## config.mk

```make
export PLATFORM = sky130hd
export DESIGN_NAME = aha_axi_lite_to_apb
export DESIGN_NICKNAME = d
export VERILOG_FILES = /design/src/rtl/aha_apb_pkg.sv /design/src/rtl/aha_apb_timeout_ctr.sv /design/src/rtl/aha_axi_lite_to_apb.sv
export SDC_FILE = /design/constraint.sdc
export NUM_CORES = 1
export LEC_CHECK = 0
export CAP_MARGIN = 15
export CORE_ASPECT_RATIO = 1.25
export CORE_MARGIN = 3
export CORE_UTILIZATION = 36
export CTS_BUF_LIST = sky130_fd_sc_hd__clkbuf_8
export DETAILED_ROUTE_END_ITERATION = 8
export HOLD_SLACK_MARGIN = 0.03
export PLACE_DENSITY = 0.9
export SLEW_MARGIN = 20
export SYNTH_ARGS = -nofsm -noshare
export SYNTH_HDL_FRONTEND = slang
export SYNTH_SLANG_ARGS = --single-unit
export TNS_END_PERCENT = 1
```

## constraint.sdc

```tcl
create_clock -name ACLK -period 1.7 [get_ports ACLK]
set_clock_uncertainty 0.15 [all_clocks]
set_input_delay 0.17 -clock ACLK [delete_from_list [all_inputs] [get_ports ACLK]]
set_output_delay 0.17 -clock ACLK [all_outputs]
set_load 0.005 [all_outputs]
```

## src/rtl/aha_apb_pkg.sv

```systemverilog
// Shared types and constants for the AXI-Lite to APB bridge.
// Used by aha_axi_lite_to_apb and the optional AHA_APB_TIMEOUT_EN counter.
package aha_apb_pkg;

    typedef enum logic [2:0] {
        StIdle,
        StSetup,
        StAccess,
        StWresp,
        StRresp
    } apb_state_e;

    localparam logic [1:0] RESP_OKAY   = 2'b00;
    localparam logic [1:0] RESP_SLVERR = 2'b10;

endpackage

```

## src/rtl/aha_apb_timeout_ctr.sv

```systemverilog
// ACCESS-phase watchdog for aha_axi_lite_to_apb, built only with AHA_APB_TIMEOUT_EN.
// o_expired fires in the ACCESS cycle that would be the LIMIT-th one without PREADY.
module aha_apb_timeout_ctr #(
    parameter int unsigned LIMIT = 255
) (
    input  logic i_clk,
    input  logic i_rst_n,
    input  logic i_clear,
    input  logic i_count,
    output logic o_expired
);

    localparam logic [15:0] LastCount = 16'(LIMIT - 1);

    logic [15:0] r_cnt;

    always_ff @(posedge i_clk or negedge i_rst_n) begin
        if (!i_rst_n) begin
            r_cnt <= '0;
        end else if (i_clear) begin
            r_cnt <= '0;
        end else if (i_count && (r_cnt != 16'hFFFF)) begin
            r_cnt <= r_cnt + 16'd1;
        end
    end

    assign o_expired = i_count && (r_cnt == LastCount);

endmodule

```

## src/rtl/aha_axi_lite_to_apb.sv

```systemverilog
// AXI-Lite slave to APB4 master bridge; one transfer in flight, fair write/read alternation.
// Define AHA_APB_TIMEOUT_EN to bound ACCESS at TIMEOUT_CYCLES and end stuck transfers with SLVERR.
module aha_axi_lite_to_apb
    import aha_apb_pkg::*;
#(
    parameter int unsigned ADDR_WIDTH     = 32,
    parameter int unsigned TIMEOUT_CYCLES = 255
) (
    input  logic                  ACLK,
    input  logic                  ARESETn,
    input  logic [ADDR_WIDTH-1:0] LITE_AWADDR,
    input  logic                  LITE_AWVALID,
    output logic                  LITE_AWREADY,
    input  logic [31:0]           LITE_WDATA,
    input  logic [3:0]            LITE_WSTRB,
    input  logic                  LITE_WVALID,
    output logic                  LITE_WREADY,
    output logic [1:0]            LITE_BRESP,
    output logic                  LITE_BVALID,
    input  logic                  LITE_BREADY,
    input  logic [ADDR_WIDTH-1:0] LITE_ARADDR,
    input  logic                  LITE_ARVALID,
    output logic                  LITE_ARREADY,
    output logic [31:0]           LITE_RDATA,
    output logic [1:0]            LITE_RRESP,
    output logic                  LITE_RVALID,
    input  logic                  LITE_RREADY,
    output logic [ADDR_WIDTH-1:0] PADDR,
    output logic                  PSEL,
    output logic                  PENABLE,
    output logic                  PWRITE,
    output logic [31:0]           PWDATA,
    output logic [3:0]            PSTRB,
    input  logic                  PREADY,
    input  logic [31:0]           PRDATA,
    input  logic                  PSLVERR
);

    if (TIMEOUT_CYCLES < 1 || TIMEOUT_CYCLES > 65535) begin : g_bad_timeout
        $error("TIMEOUT_CYCLES must lie in 1..65535");
    end

    apb_state_e            r_state;
    logic                  r_last_wr;
    logic [ADDR_WIDTH-1:0] r_paddr;
    logic                  r_pwrite;
    logic [31:0]           r_pwdata;
    logic [3:0]            r_pstrb;
    logic                  r_psel;
    logic                  r_penable;
    logic                  r_bvalid;
    logic [1:0]            r_bresp;
    logic                  r_rvalid;
    logic [1:0]            r_rresp;
    logic [31:0]           r_rdata;

    logic       w_idle;
    logic       w_wr_cand;
    logic       w_rd_cand;
    logic       w_grant_wr;
    logic       w_grant_rd;
    logic       w_done;
    logic       w_timeout;
    logic       w_finish;
    logic [1:0] w_resp;

    assign w_idle    = (r_state == StIdle);
    assign w_wr_cand = LITE_AWVALID & LITE_WVALID;
    assign w_rd_cand = LITE_ARVALID;

    // On a tie the channel not granted last time wins.
    assign w_grant_wr = w_idle & w_wr_cand & (~w_rd_cand | ~r_last_wr);
    assign w_grant_rd = w_idle & w_rd_cand & (~w_wr_cand | r_last_wr);

    assign w_done   = (r_state == StAccess) & PREADY;
    assign w_finish = w_done | w_timeout;
    assign w_resp   = (w_done && !PSLVERR) ? RESP_OKAY : RESP_SLVERR;

`ifdef AHA_APB_TIMEOUT_EN
    aha_apb_timeout_ctr #(
        .LIMIT (TIMEOUT_CYCLES)
    ) u_timeout_ctr (
        .i_clk     (ACLK),
        .i_rst_n   (ARESETn),
        .i_clear   (r_state == StSetup),
        .i_count   ((r_state == StAccess) && !PREADY),
        .o_expired (w_timeout)
    );
`else
    assign w_timeout = 1'b0;
`endif

    always_ff @(posedge ACLK or negedge ARESETn) begin
        if (!ARESETn) begin
            r_state   <= StIdle;
            r_last_wr <= 1'b0;
            r_paddr   <= '0;
            r_pwrite  <= 1'b0;
            r_pwdata  <= '0;
            r_pstrb   <= '0;
            r_psel    <= 1'b0;
            r_penable <= 1'b0;
            r_bvalid  <= 1'b0;
            r_bresp   <= RESP_OKAY;
            r_rvalid  <= 1'b0;
            r_rresp   <= RESP_OKAY;
            r_rdata   <= '0;
        end else begin
            unique case (r_state)
                StIdle: begin
                    if (w_grant_wr || w_grant_rd) begin
                        r_state   <= StSetup;
                        r_last_wr <= w_grant_wr;
                        r_paddr   <= w_grant_wr ? LITE_AWADDR : LITE_ARADDR;
                        r_pwrite  <= w_grant_wr;
                        r_pstrb   <= w_grant_wr ? LITE_WSTRB : 4'h0;
                        r_psel    <= 1'b1;
                        if (w_grant_wr) begin
                            r_pwdata <= LITE_WDATA;
                        end
                    end
                end
                StSetup: begin
                    r_penable <= 1'b1;
                    r_state   <= StAccess;
                end
                StAccess: begin
                    if (w_finish) begin
                        r_psel    <= 1'b0;
                        r_penable <= 1'b0;
                        if (r_pwrite) begin
                            r_bvalid <= 1'b1;
                            r_bresp  <= w_resp;
                            r_state  <= StWresp;
                        end else begin
                            r_rvalid <= 1'b1;
                            r_rresp  <= w_resp;
                            r_rdata  <= w_done ? PRDATA : 32'h0;
                            r_state  <= StRresp;
                        end
                    end
                end
                StWresp: begin
                    if (LITE_BREADY) begin
                        r_bvalid <= 1'b0;
                        r_bresp  <= RESP_OKAY;
                        r_state  <= StIdle;
                    end
                end
                StRresp: begin
                    if (LITE_RREADY) begin
                        r_rvalid <= 1'b0;
                        r_rresp  <= RESP_OKAY;
                        r_rdata  <= '0;
                        r_state  <= StIdle;
                    end
                end
                default: r_state <= StIdle;
            endcase
        end
    end

    assign LITE_AWREADY = w_grant_wr;
    assign LITE_WREADY  = w_grant_wr;
    assign LITE_ARREADY = w_grant_rd;
    assign LITE_BVALID  = r_bvalid;
    assign LITE_BRESP   = r_bresp;
    assign LITE_RVALID  = r_rvalid;
    assign LITE_RRESP   = r_rresp;
    assign LITE_RDATA   = r_rdata;
    assign PADDR        = r_paddr;
    assign PSEL         = r_psel;
    assign PENABLE      = r_penable;
    assign PWRITE       = r_pwrite;
    assign PWDATA       = r_pwdata;
    assign PSTRB        = r_pstrb;

endmodule

```

Word-level counts from Yosys, hierarchy flattened
Index checks and enable logic that the tools add are counted.
{ "totals": {"ff_bits": 112, "inputBits": 141, "out_inout_bits": 112, "elab_cells": 81} }
{ "op_classes": {"n_eq_ne": 10, "mux": 33, "bitwise_logic": 11, "reduce_logical": 15} }
{ "ops": {"columns": ["op", "count"], "rows": [
  ["$mux 32", 4],
  ["$pmux 32 s2", 1],
  ["$mux 3", 5],
  ["$pmux 3 s5", 1],
  ["$mux 2", 7],
  ["$reduce_and 4->1", 3],
  ["$ne 2x2->1 const B", 5],
  ["$mux 1", 8],
  ["$pmux 1 s2", 4],
  ["$pmux 2 s2", 2],
  ["$reduce_bool 2->1", 4],
  ["$and 1x1->1", 6],
  ["$eq 3x2->1 const B", 2],
  ["$reduce_and 3->1", 2],
  ["$mux 4", 1],
  ["$reduce_and 2->1", 2],
  ["$eq 3x1->1 const B", 1],
  ["$eq 3x3->1 const B", 1],
  ["$logic_not 3->1", 1],
  ["$not 1->1", 3],
  ["$ne 2x1->1 const B", 1],
  ["$or 1x1->1", 2],
  ["$logic_and 1x1->1", 1],
  ["$logic_not 1->1", 1],
  ["$logic_or 1x1->1", 1]
]} }

Depth between registers and ports, before layout
Gate-level depths: netlist of run 1.
{ "logic_depth": {"ltp_word": 7, "mapped_depth": 6, "depth_no_buf": 3} }

Worst setup path after synthesis of run 1
Ideal clock, no wire load.
{ "synth_path": {"path_type": "register to register", "from": "reg r_state[2]", "to": "reg r_pwdata[17] (netlist: PWDATA[17])", "setup_ns": 0.127, "arrival_time_ns": 1.569, "required_time_ns": 1.423, "slack_ns": -0.146, "stages_incl_launch_ff": 7, "path_buffers": 3, "synth_period_minus_slack_ns": 1.846, "cell_sequence": "dfrtp_1 -> buf_2 -> nor3_4 -> nor3b_2 -> buf_4 -> buf_6 -> mux2_1"} }
{ "synth_between": {"elab_chain_cells": 5, "elab_cells_between_ends": 7, "classes_between": "4 x bitwise; 3 x reduce/logical"} }
{ "synth_rtl": {"columns": ["element", "line_no", "text"], "rows": [
  ["start: declaration", "aha_axi_lite_to_apb.sv:43", "apb_state_e r_state;"],
  ["start signal: assignment", "aha_axi_lite_to_apb.sv:95", "r_state <= StIdle;"],
  ["start signal: assignment", "aha_axi_lite_to_apb.sv:112", "r_state <= StSetup;"],
  ["start signal: assignment", "aha_axi_lite_to_apb.sv:125", "r_state <= StAccess;"],
  ["$logic_not 3->1 *", "aha_axi_lite_to_apb.sv:67, aha_axi_lite_to_apb.sv:109", null],
  ["$and 1x1->1 (on tied branches) (2 in a row)", "aha_axi_lite_to_apb.sv:72, aha_axi_lite_to_apb.sv:73", null],
  ["$logic_or 1x1->1", "aha_axi_lite_to_apb.sv:111", "if (w_grant_wr || w_grant_rd) begin"],
  ["$reduce_and 3->1 (no line) *", null, null],
  ["end signal: assignment", "aha_axi_lite_to_apb.sv:99", "r_pwdata <= '0;"],
  ["end signal: assignment", "aha_axi_lite_to_apb.sv:119", "r_pwdata <= LITE_WDATA;"],
  ["end: declaration", "aha_axi_lite_to_apb.sv:47", "logic [31:0] r_pwdata;"]
]} }
Every way passes the cells marked *; elsewhere a longest branch is shown, timed or not.
A chain may end at the register's enable or synchronous reset.

Final worst setup path of run 1
{ "layout_path": {"from": "reg r_state[1]", "to": "out LITE_AWREADY"} }
{ "layout_between": {"elab_chain_cells": 3} }
{ "layout_rtl": {"columns": ["element", "line_no", "text"], "rows": [
  ["$logic_not 3->1", "aha_axi_lite_to_apb.sv:67", "assign w_idle = (r_state == StIdle);"],
  ["$and 1x1->1 (2 in a row)", "aha_axi_lite_to_apb.sv:72", "assign w_grant_wr = w_idle & w_wr_cand & (~w_rd_cand | ~r_last_wr);"],
  ["end: declaration", "aha_axi_lite_to_apb.sv:13", "output logic LITE_AWREADY,"]
]} }
Every way passes these cells.

==> results by stage, run 1 <==
Status:
- The flow ran to the end, but the final reports show violations.
- The final reports fail on negative setup slack.

Placed design:
- The HPWL after detailed placement is 10.6 mm.
- The number of placed instances, taps included is 767.
- The placer's final routability congestion estimate is 0.875.
- Input and output buffers added on the ports amount to 250.

Finish:
- The final cell count without fillers is 789.
- The area added between synthesis and finish is 66.3%.
- The flip-flop and latch area is 0.00275 mm2.
- The final standard cell utilization of the core is 0.614.
- The fill cell instance count of the final layout is 979.
- In the final design database the tool counted 757 nets.
- The area occupied by multi-input gates is 0.00176 mm2.
- The antenna cell count is 0.
- The ratio of cells with drive above 1 in the final layout is 0.119.

STA:
- The worst path in the final design needs a cycle of 1940 ps, including I/O delays and setup.
- The final hold slack is 243 ps.
- The number of max-slew violations in the final report came to 0.
- Across all setup checks in the final design, the least slack found is -243 ps.
- The final hold violation count is 0.
- The maximum achievable frequency is 515 MHz.
- The slew at the pin closest to its max-slew limit is 587 ps.
- In the finished design, the share of the clock period the worst path needs comes to 1.14.
- Setup violations remaining at the end of the flow were counted as 39.
- The setup total negative slack is -8130 ps.
- Setup repair after global routing could not meet its margin everywhere.
- In this run the tightest slew margin relative to its limit is 0.609.

Clock tree:
- The clock net in this run drives a total of 110 sinks.
- The number of H-tree levels is 3.
- The number of buffers added by the clock tree synthesis step is 9.
- The tree is rooted in a clkbuf_8.
- TritonCTS built the clock tree.
- The clock-pin slew on the worst setup and hold paths is 110 ps.
- At the later pin of the worst-skew pair, clock insertion delay measures 360 ps.
- The number of buffers on the longest clock path is 2.

Power and ir drop:
- The worst IR drop on VDD is 824 uV.
- The total leakage power is 3.21 nW.
- The power per cell area is 1540 mW/mm2.

Drt:
- The detailed-route wire length per cell is 18.5 um.
- The initial detailed-routing violation count is 200.
- The count of nets left with antenna violations once routing finished came out at 0.
- The number of detailed-route iterations in the first pass is 4.
- The via count of the routed design is 4,052.
- The number of design rule violations left after detail routing is 0.
- The mean number of vias per cell is 5.14.
- Summed over all layers, the routed wires come to 14.6 mm.

GRT:
- The overflow left after global routing is 0.
- The via count of the first global-routing pass is 4,421.
- The overall routing resource usage is 0.195.
- The first global-routing pass estimated 22.5 mm of wire.
- The number of antenna violations at the first check in global routing came to 0.
- The maximum number of pins on one net before global-route repair is 111.

Setup path:
- The worst register-to-register path ends at PWDATA[8].
- The critical register-to-register path startpoint is r_state[1].
- The worst setup path is launched from a flip-flop.
- The worst setup path is captured at a primary output.
- Along the worst path, the maximum fanout reaches 2.
- The worst setup slack for register-to-register paths is -240 ps.
- The required time of the worst setup path is 1380 ps.
- The setup path with the least slack is of type reg2out.
- The worst register-to-register path has a depth of 6.
- STA puts the critical path data arrival time at 1620 ps.

Synth:
- The synthesized netlist occupies a cell area of 0.00470 mm2.
- The part of the Yosys area used for sequential elements is 0.586.
- The number of library cell types mapped by synthesis is 32.
- Averaged over all synthesized cells, the footprint is 13.0 um2.
- Synthesis handed over a netlist of 362 instances.
- The count of state elements after synthesis is 110.
- The count of synthesis-stage warnings from yosys is 0.

Flow run:
- The count of maximum capacitance violations is 0.

Floorplan:
- For this configuration, the core starts out at a cell density of 0.369.
- The floorplan step set the die width to 108 um.
- The area of the die is 0.0145 mm2.
- The I/O pin count is 253.
- The area of the core region is 0.0127 mm2.
- The floorplan has 46 rows.
- The die is 134 um tall.

Min path:
- The worst hold path terminates at PWDATA[22].
- The min-delay analysis places its worst path in the category in2reg.
- The launch point of the worst hold path is LITE_WDATA[22].
- Counting instances, the worst hold path has a depth of 2.
-- routing by layer --
metal  global-route usage  wire length, um
met5                    0                0
met3               0.0582             1270
met1                0.223             5510
met4               0.0646              295
met2                0.345             7510
-- stage by stage --
step | instance area [um2] | setup slack [ps] | total power [W]
after floorplan | 4700 | -146 | 0.00685
after global placement | 7520 | -412 | 0.0102
after detailed placement | 7520 | -425 | 0.0105
after CTS | 7760 | -263 | 0.0121
after global routing | 7810 | -337 | 0.0127
final | 7810 | -243 | 0.0120
-- cells in the mapped netlist, drive strengths merged --
| cell type | instances | area [um2] |
|---|---|---|
| mux2i | 2 | 20.0 |
| o32ai | 32 | 280 |
| a21o | 4 | 30.0 |
| buf | 16 | 103 |
| nor4b | 1 | 8.76 |
| a21oi | 6 | 30.0 |
| mux2 | 33 | 372 |
| nand2 | 7 | 26.3 |
| and2 | 2 | 12.5 |
| clkbuf | 23 | 86.3 |
| or2 | 1 | 6.26 |
| dfrtp | 110 | 2750 |
| conb | 1 | 3.75 |
| nor2 | 3 | 11.3 |
| and3 | 1 | 6.26 |
| nor2b | 1 | 6.26 |
| nand4bb | 1 | 11.3 |
| nor3 | 1 | 16.3 |
| and3b | 1 | 8.76 |
| a2bb2oi | 33 | 289 |
| o211ai | 1 | 7.51 |
| nand3b | 2 | 15.0 |
| nand2b | 36 | 225 |
| a22o | 37 | 324 |
| or3b | 1 | 8.76 |
| inv | 4 | 15.0 |
| nor3b | 1 | 12.5 |
| a41oi | 1 | 8.76 |
-- worst max-delay path, stage by stage (launching register included) --
cell and delay (ps):
dfrtp_1 420, nor3_4 250, nor3b_4 270, buf_12 140, buf_6 100, buf_6 90
-- state kept, by name, summed over array words and instances (netlist names) --
register / count
LITE_RDATA: 32
PADDR: 32
PWDATA: 32
PSTRB: 4
r_state: 3
LITE_BRESP: 1
LITE_BVALID: 1
LITE_RRESP: 1
LITE_RVALID: 1
PENABLE: 1
PSEL: 1
PWRITE: 1
-- cell usage in the layout, fill, tap and decap left out, types with 2 or more instances in the layout --
master and n:
clkdlybuf4s50_1 245, dfrtp_1 110, a22o_1 37, nand2b_1 36, a2bb2oi_1 33, o32ai_1 32, mux2_2 19, buf_4 16
mux2_1 13, clkbuf_8 9, buf_12 8, nand2_1 7, inv_1 6, a21oi_1 6, buf_6 6, a21o_1 4
and2_1 2, nor2_1 2, mux2i_1 2, nand3b_1 2, conb_1 2, clkinv_4 2, clkinvlp_4 2, dlygate4sd2_1 2
-- what timing repair did --
action | in CTS | in global routing
pin swaps | 1 | 9
hold buffers | 1 | 0
gates resized for setup | 16 | 8
buffers inserted | 3 | 0
setup endpoints to repair | 40 | 99
hold endpoints to repair | 110 | 0
cloned | 1 | 1
-- layout make-up --
| type | count | share of cell area |
|---|---|---|
| Clock buffer | 9 | 0.0159 |
| Clock inverter | 7 | 0.00657 |
| Inverter | 4 | 0.00192 |
| Multi-Input combinational cell | 210 | 0.226 |
| Sequential cell | 110 | 0.352 |
| Tap cell | 168 | 0.0269 |
| Timing Repair Buffer | 281 | 0.371 |
-- power by group --
group / total (W) / internal, W / switching, W
clock network: 0.00144 / 0.000539 / 0.000899
registers: 0.00454 / 0.00383 / 0.000712
logic: 0.00604 / 0.00390 / 0.00213
total: 0.0120 / 0.00827 / 0.00375
-- worst max-delay path by stage --
stage / from / to / slack (ps) / cells after the start
floorplan: r_state[2] / PWDATA[17] / -150 / 6
global placement: LITE_ARVALID / LITE_WREADY / -410 / 5
detailed placement: LITE_ARVALID / LITE_WREADY / -430 / 5
CTS: r_state[2] / PWDATA[4] / -260 / 6
global route: r_state[1] / LITE_AWREADY / -340 / 5
finish: r_state[1] / LITE_AWREADY / -240 / 5
-- cell families (layout without fill, tap and decap cells) --
kind of cell,Yosys count,in the layout,share of synthesized area
other cells,1,2,0.000798
simple gates,59,59,0.0799
buf+inv,43,301,0.0434
mux,35,35,0.0834
flops,110,110,0.586
compound gates,114,114,0.206
Power figures use the tool's default switching activity.
==> inputs of run 2 (changes only) <==
Settings changed: CTS_BUF_LIST sky130_fd_sc_hd__clkbuf_8 to sky130_fd_sc_hd__clkbuf_2 sky130_fd_sc_hd__clkbuf_4 sky130_fd_sc_hd__clkbuf_8.
==> run 2 against run 1 <==
The flow still finishes with violations (negative setup slack). Sequential power is essentially flat. Clock-buffer cell count grew 2. Core utilization increased by 0.059 points. Final area about the same. Worst hold slack about the same. Die area unchanged. Critical path depth grew 1. Critical endpoint is now PWDATA[13].
==> results by stage, run 2 (same netlist as run 1, synthesis figures left out) <==
Status:
- The flow ran to the end, but the final reports show violations.
- The final reports fail on negative setup slack.

STA:
- The final hold violation count is 0.
- In this run the tightest slew margin relative to its limit is 0.603.
- The number of max-slew violations in the final report was 0.
- Derived from the worst setup path, the maximum achievable clock frequency is 516 MHz.
- Setup repair after global routing could not meet its margin everywhere.
- The setup total negative slack is -8040 ps.
- The post-route fraction of the period consumed by the critical path is 1.14.
- Setup violations remaining at the end of the flow were counted as 39.
- The slew at the pin closest to its max-slew limit is 595 ps.
- The final worst slack is -238 ps.
- The final critical path time including I/O delays and setup is 1940 ps.

GRT:
- The layer flagged by global routing as most heavily used is met2.
- The met2 track utilization from global routing is 0.345.
- The overflow left after global routing is 0.
- The number of antenna violations at the first check in global routing is 0.
- The met3 track demand over resource is 0.0582.
- The global routing met1 resource utilization is 0.223.
- The via count of the first global-routing pass is 4,421.
- Entering global routing, the biggest net connects 111 pins.
- The first-pass GRT wire length is 22.6 mm.
- The overall routing resource usage is 0.195.

Min path:
- For hold timing, the worst endpoint is PWDATA[22].
- The path type of the worst min-delay path is in2reg.
- The worst hold path begins at LITE_WDATA[22].
- The worst hold path cell count is 2.

Floorplan:
- The core region is 0.0127 mm2.
- Pin placement for this block handled 253 I/O pins.
- The vertical extent of the die is 134 um.
- For this configuration, the core starts out at a cell density of 0.369.
- The number of placement rows is 46.
- The die covers 0.0145 mm2.
- In this run the horizontal extent of the chip is 108 um.

Setup path:
- The worst setup path is captured at a flip-flop.
- The slowest stage of the critical path is the dfrtp_1 cell.
- The required time of the worst setup path is 1820 ps.
- The worst setup slack for register-to-register paths is -240 ps.
- The critical path class is reg2reg.
- The largest delay contributor family on the critical path is simple AND/OR/NAND/NOR gates.
- Walking the worst path, the cells encountered are nor3_4, nor3b_4, buf_12, buf_8, clkbuf_16, mux2_2.
- Data arrives at the worst endpoint at 2060 ps.
- Together, buffers and inverters on the worst path number 3.
- The critical register-to-register path startpoint is r_state[1].
- The cell depth of the worst flop-to-flop path is 6.
- The capturing point of the worst reg2reg path is PWDATA[13].
- In this design, the stage delay of the slowest critical-path cell is 430 ps.
- The startpoint type of the worst setup path is a flip-flop.
- The largest fanout of any net on the critical path is 8.

Drt:
- The routed wire length is 14.6 mm.
- Dividing the detail-routed wire length by the instance count gives 18.5 um.
- The initial detailed-routing violation count is 181.
- The via count of the routed design is 4,059.
- After detailed routing, the number of remaining DRC violations is 0.
- The number of detailed-route iterations in the first pass is 4.
- The mean number of vias per cell is 5.14.
- In this run the remaining antenna-violating nets after routing total 0.

Placed design:
- Before CTS, the worst setup slack after placement is -425 ps.
- The final HPWL from detailed placement is 10.6 mm.
- At the end of routability-driven placement, the weighted congestion stood at 0.875.
- Input and output buffers added on the ports amount to 250.
- The instance area after placement is 0.00752 mm2.

Power and ir drop:
- The part of the total power dissipated in combinational logic is 0.500.
- The share of total power dissipated in the clock network is 0.123.
- The fraction of power consumed by sequential logic is 0.377.
- Of the total power, the share spent switching nets is 0.310.
- The sum of internal, switching and leakage power is 0.0121 W.
- The analysis attributes to cell leakage a power of 3.21 nW.
- Across the VDD grid, the largest voltage drop is 824 uV.
- The power per cell area is 1540 mW/mm2.
- Summed over all nets, the switching power comes to 0.00374 W.
- The internal portion of the total power is 0.00832 W.

Clock tree:
- The clock latency on the worst-skew pair is 360 ps.
- The clock tree from TritonCTS is built.
- The longest clock path from root to sink contains 2 buffers.
- The clock-pin slew on the worst setup and hold paths is 120 ps.
- The number of H-tree levels is 3.
- CTS placed an instance of clkbuf_8 at the clock tree root.
- The number of buffers added by the clock tree synthesis step is 9.
- For this design, the sink count on the clock tree is 110.

Finish:
- After the last flow step, the layout net total stands at 757.
- The most frequent standard cell in the layout excluding fill and tap cells is clkdlybuf4s50_1.
- The final design instance area without fill is 0.00782 mm2.
- The antenna cell count is 0.
- From synthesis to final layout, the design area changed by 66.5%.
- The top cell types in the final layout, fill and taps aside, are clkdlybuf4s50_1 (245), dfrtp_1 (110), a22o_1 (37), nand2b_1 (36), a2bb2oi_1 (33).
- In the final layout, the share of cells above drive strength 1 is 0.122.

Flow run:
- The count of maximum capacitance violations is 0.
-- run 2: cell count changes in the layout (fill, tap and decap cells not counted), sizes merged --
| cell | previous run | this run |
|---|---|---|
| inv | 7 | 5 |
| clkbuf | 10 | 12 |
-- run 2: routing by layer --
layer	wire, um	part of all wire
met3	1290	0.088
met1	5510	0.38
met4	266	0.018
met5	0	0
met2	7510	0.52
-- run 2: timing repair --
item                                    CTS  global route
gates resized for setup                  16             8
hold buffers                              1             0
pin swaps                                 1             9
gates cloned                              1             1
hold endpoints to repair                110             0
endpoints found under the setup margin   40            99
buffers inserted                          3             0
-- run 2: layout make-up --
cell class / instances / area (um2)
Fill cell: 975 / 4900
Timing Repair Buffer: 281 / 2900
Sequential cell: 110 / 2750
Multi-Input combinational cell: 210 / 1760
Tap cell: 168 / 210
Clock buffer: 11 / 139
Clock inverter: 5 / 43.8
Inverter: 4 / 15.0
-- run 2: worst max-delay path by stage --
stage / cells after the start / start / slack (ps) / to
3_3_place_gp: 5 / LITE_ARVALID / -410 / LITE_WREADY
2_1_floorplan: 6 / r_state[2] / -150 / PWDATA[17]
5_1_grt: 5 / r_state[1] / -340 / LITE_AWREADY
4_1_cts: 6 / r_state[2] / -260 / PWDATA[4]
3_5_place_dp: 5 / LITE_ARVALID / -430 / LITE_WREADY
6_report: 6 / r_state[1] / -240 / PWDATA[13]
-- run 2: power by group through the flow --
stage          sequential [W]  combinational [W]  clock (W)
2_1_floorplan         0.00460            0.00225          0
5_1_grt               0.00468            0.00645    0.00164
4_1_cts               0.00454            0.00603    0.00154
3_5_place_dp          0.00456            0.00596          0
3_3_place_gp          0.00451            0.00573          0
6_report              0.00454            0.00603    0.00148
-- run 2: stage by stage --
step | utilization | instances | hold WS (ps)
6_report | 0.615 | 789 | 243
5_1_grt | 0.615 | 789 | 230
4_1_cts | 0.611 | 788 | 215
3_5_place_dp | 0.591 | 767 | 144
3_3_place_gp | 0.591 | 767 | 126
2_1_floorplan | - | 363 | -276
==> inputs of run 3 (changes only) <==
Settings changed: ABC_CLOCK_PERIOD_IN_PS from default to 1700, CORE_UTILIZATION 36 to 40, DONT_BUFFER_PORTS from default to 1, PLACE_DENSITY 0.9 to 0.68.
==> run 3 against run 2 <==
The run now fails in 4_1_cts. Area after synthesis unchanged. Synthesized cell count unchanged.
==> results by stage, run 3 <==
Synth:
- The count of state elements after synthesis is 110.
- Among all cell types in the netlist, the one instantiated most often is dfrtp_1.
- The post-synthesis async set-or-reset flop share is 1.00.
- The commonest cells after synthesis are dfrtp_1 (110), a22o_1 (37), nand2b_1 (36), a2bb2oi_1 (33), o32ai_1 (32).
- Yosys printed 0 warnings.
- Synthesis instantiated 32 different standard cells from the library.
- The biggest area contributor in the post-synthesis netlist is dfrtp_1.
- Synthesis produced a netlist whose cell count is 362.
- The post-synthesis adder-cell area fraction is 0.
- The cell area after synthesis is 0.00470 mm2.
- The portion of synthesized cell area occupied by the leading cell type is 0.586.
- The most used flip-flop cell after synthesis is dfrtp_1.
- The average cell area after synthesis is 13.0 um2.
- The part of the Yosys area used for sequential elements is 0.586.
- By area, the combinational part of the netlist is dominated by compound AO/OA/AOI/OAI gates.
- Ranked by total cell area, the synthesized netlist is headed by dfrtp_1 (59%), a22o_1 (6.9%), a2bb2oi_1 (6.2%).
- The simple-gate portion of the synthesized area is 0.0799.
- The fraction of synthesized area in multiplexers is 0.0834.
- Of the total synthesized cell area, the portion taken by XOR and XNOR cells is 0.
- Counting flops with a built-in enable in the synthesized netlist gives 0.
- The fraction of the mapped netlist area in compound gates came to 0.206.

Clock tree:
- The H-tree was split into 3 levels.
- The post-cts resize count is 15.
- The post-CTS setup repair buffer count is 3.
- Clock tree synthesis selected as its root buffer the cell clkbuf_8.
- The number of buffers on the longest clock path is 2.
- The clock net sink count is 110.
- The number of buffers added by the clock tree synthesis step is 9.
- The number of hold buffers added after cts is 101.

Placed design:
- The placer's final routability congestion estimate is 0.721.
- The HPWL after detailed placement is 7.95 mm.
- Timing analysis after detailed placement gives a worst setup slack of -33.0 ps.
- The instance area after placement is 0.00486 mm2.
- The count of buffers added on input and output ports is 0.

Floorplan:
- Pin placement for this block handled 253 I/O pins.
- The number of placement rows is 43.
- The vertical extent of the die is 127 um.
- The initial cell density of the core is 0.416.
- The width of the die is 103 um.

Status:
- The first error in the log reads "[ERROR RSZ-0060] Max buffer count reached".
- The run stopped with a tool error.
- The step where the flow halted is 4_1_cts.
==> run 3: cell counts after synthesis <==
Identical to the previous run, type by type.
==> run 3: stage by stage <==
step	utilization	hold slack, ps	instances
floorplan	-	-276	363
global placement	0.430	-273	474
detailed placement	0.430	-273	474
==> run 3: kinds of logic after synthesis <==
kind of cell    count (synthesis)
compound gates                114
buf+inv                        43
flops                         110
mux                            35
other cells                     1
simple gates                   59
==> inputs of run 4 (changes only) <==
Settings changed: ABC_CLOCK_PERIOD_IN_PS 1700 to 2200, CORE_ASPECT_RATIO 1.25 to default, CORE_UTILIZATION 40 to 25, CTS_BUF_LIST sky130_fd_sc_hd__clkbuf_2 sky130_fd_sc_hd__clkbuf_4 sky130_fd_sc_hd__clkbuf_8 to default, HOLD_SLACK_MARGIN 0.03 to default, PLACE_DENSITY 0.68 to default, PLACE_DENSITY_LB_ADDON from default to 0.15.
Clock period 1.7 ns to 2.2 ns, I/O delays scaled along.
==> run 4 against run 3 <==
The flow now finishes, with violations (negative hold slack).
==> results by stage, run 4 (same netlist as run 1, synthesis figures left out) <==
Status:
- The run finished, with violations left.
- The checks that failed: negative hold slack.

Drt:
- The routed wire length is 13.7 mm.
- Detailed routing placed a total of 1.22 mm of wire on met3.
- The number of design rule violations left after detail routing is 0.
- The detailed-route wire length per cell is 19.6 um.
- The detail route stage leaves a number of antenna-violating nets equal to 0.
- The first detailed-routing pass ran for 4 iterations.
- The initial detailed-routing violation count is 163.
- After detailed routing, the number of vias per cell comes to 4.91.
- After detailed routing, the wire length on met1 is 5.25 mm.
- The met2 routed wirelength is 6.96 mm.
- Signal routing reaches up to met4.
- The via count of the routed design is 3,428.

STA:
- In this run the tightest slew margin relative to its limit is 0.584.
- The final hold violation count is 110.
- The final critical path time including I/O delays and setup is 2100 ps.
- Setup total negative slack on the finished layout was measured at 0 ps.
- The number of max-slew violations in the final report came to 0.
- The final hold slack is -589 ps.
- Setup repair after global routing left no endpoint under its margin.
- The final-report setup violation count is 0.
- At the pin with the least slew margin, the transition time is 621 ps.
- The post-route fraction of the period consumed by the critical path is 0.955.
- Derived from the worst setup path, the maximum achievable clock frequency is 476 MHz.

Finish:
- The final design instance area without fill is 0.00641 mm2.
- After filler insertion, the fill cell instance count of the layout stands at 1,746.
- The most frequent standard cell in the layout excluding fill and tap cells is dlygate4sd3_1.
- Summing all multi-input logic gate instances after layout gives 0.00175 mm2.
- The top cell types in the final layout, fill and taps aside, are dlygate4sd3_1 (115), dfrtp_1 (109), a22o_1 (37), nand2b_1 (36), a2bb2oi_1 (33).
- The flip-flop and latch area is 0.00275 mm2.
- The ratio of cells with drive above 1 in the final layout is 0.113.
- The post-layout net count is 603.
- The area growth from synthesis to layout is 36.6%.

Placed design:
- The congestion estimate from routability-driven global placement came to 0.749.
- The placed instances occupy a cell area of 0.00493 mm2.
- During placement, the flow inserted port buffers numbering 0.
- The final HPWL from detailed placement is 8.56 mm.

Clock tree:
- Clock latency on the worst-skew pair, taken at its later pin, is 350 ps.
- TritonCTS built the clock tree.
- The clock net sink count is 110.
- The root buffer cell chosen for the clock tree is clkbuf_16.
- Once the clock tree was built, the setup fixing pass inserted 0 buffers.
- The number of H-tree levels is 3.
- TritonCTS created 9 clock buffers.
- After clock tree synthesis, the clock-pin slew on the worst setup and hold paths is 90 ps.
- The number of buffers on the longest clock path is 2.
- The number of hold buffers added after cts is 115.

GRT:
- The overall routing resource usage is 0.128.
- The total overflow left after global routing is 0.
- The via count of the first global-routing pass came to 3,645.
- The first global-routing pass estimated 20.3 mm of wire.
- The maximum number of pins on one net before global-route repair is 111.
- The number of antenna violations at the first check in global routing was 2.

Floorplan:
- The area of the core region is 0.0182 mm2.
- The number of placement rows is 49.
- The I/O pin count is 253.
- From bottom edge to top edge, the die measures 143 um.
- The initial cell density of the core is 0.258.
- From left edge to right edge, the die measures 143 um.
- The die covers 0.0205 mm2.

Setup path:
- STA classifies the critical path endpoint as a flip-flop.
- STA puts the critical path data arrival time at 2230 ps.
- The startpoint type of the worst setup path is a flip-flop.
- The required time of the worst setup path is 2330 ps.
- The largest fanout of any net on the critical path is 8.
- The critical path class is reg2reg.

Power and ir drop:
- The power per cell area is 1220 mW/mm2.
- Summed over all cells, the static leakage comes to 2.63 nW.
- The worst IR drop on VDD is 421 uV.

Min path:
- The path type of the worst min-delay path is in2async.

Flow run:
- Max-cap violations in this run came to 0.
run 4: worst paths after layout:
| kind | from | to | slack [ps] | depth (start not counted) |
|---|---|---|---|---|
| worst min register to register | PWDATA[26] | PWDATA[26] | 380 | 1 |
| worst min-delay path | ARESETn | PADDR[28] | -590 | 0 |
| worst max-delay path | PWRITE | PADDR[4] | 100 | 6 |
| worst max register to register | PWRITE | PADDR[4] | 100 | 6 |
| min in group ACLK | LITE_ARVALID | PADDR[7] | 10 | 3 |
| max in group asynchronous | ARESETn | LITE_RDATA[9] | 2310 | 0 |
run 4: power by group:
part	total, W	switching [W]	internal (W)
registers	0.00381	0.000842	0.00297
clock network	0.00168	0.000856	0.000820
logic	0.00231	0.000996	0.00131
total	0.00779	0.00269	0.00510
run 4: layout make-up:
type                       instances  share of cell area
sequential                       110               0.429
multi-input combinational        210               0.273
timing repair buffer             127               0.201
tap                              229              0.0447
clock buffer                       9              0.0351
clock inverter                     7              0.0135
inverter                           4             0.00234
antenna                            2            0.000780
run 4: repair_timing:
item / CTS / global route
endpoints found under the setup margin: 0 / 6
hold endpoints to repair: 214 / 110
resized for setup: 0 / 5
run 4: metal layers:
metal,vias up,global-route usage
li1,1564,-
met1,1686,0.146
met2,160,0.220
met3,18,0.0499
met4,0,0.0460
met5,-,0
run 4: metrics by stage:
step           hold slack, ps  cells  utilization  worst slack (ps)  total power [W]
6_report                 -589    698        0.352              99.0          0.00779
3_3_place_gp             -220    565        0.271               339          0.00595
3_5_place_dp             -221    565        0.271               287          0.00598
2_1_floorplan            -226    363            -               354          0.00529
4_1_cts                  -613    696        0.351              11.0          0.00788
5_1_grt                  -619    698        0.352             0.365          0.00831
run 4: critical path, cell delays in order (launching register included):
cell and delay (ps):
dfrtp_2 460, buf_4 170, and3b_1 260, buf_6 150
o32ai_1 90, dlygate4sd3_1 590, a2bb2oi_1 160
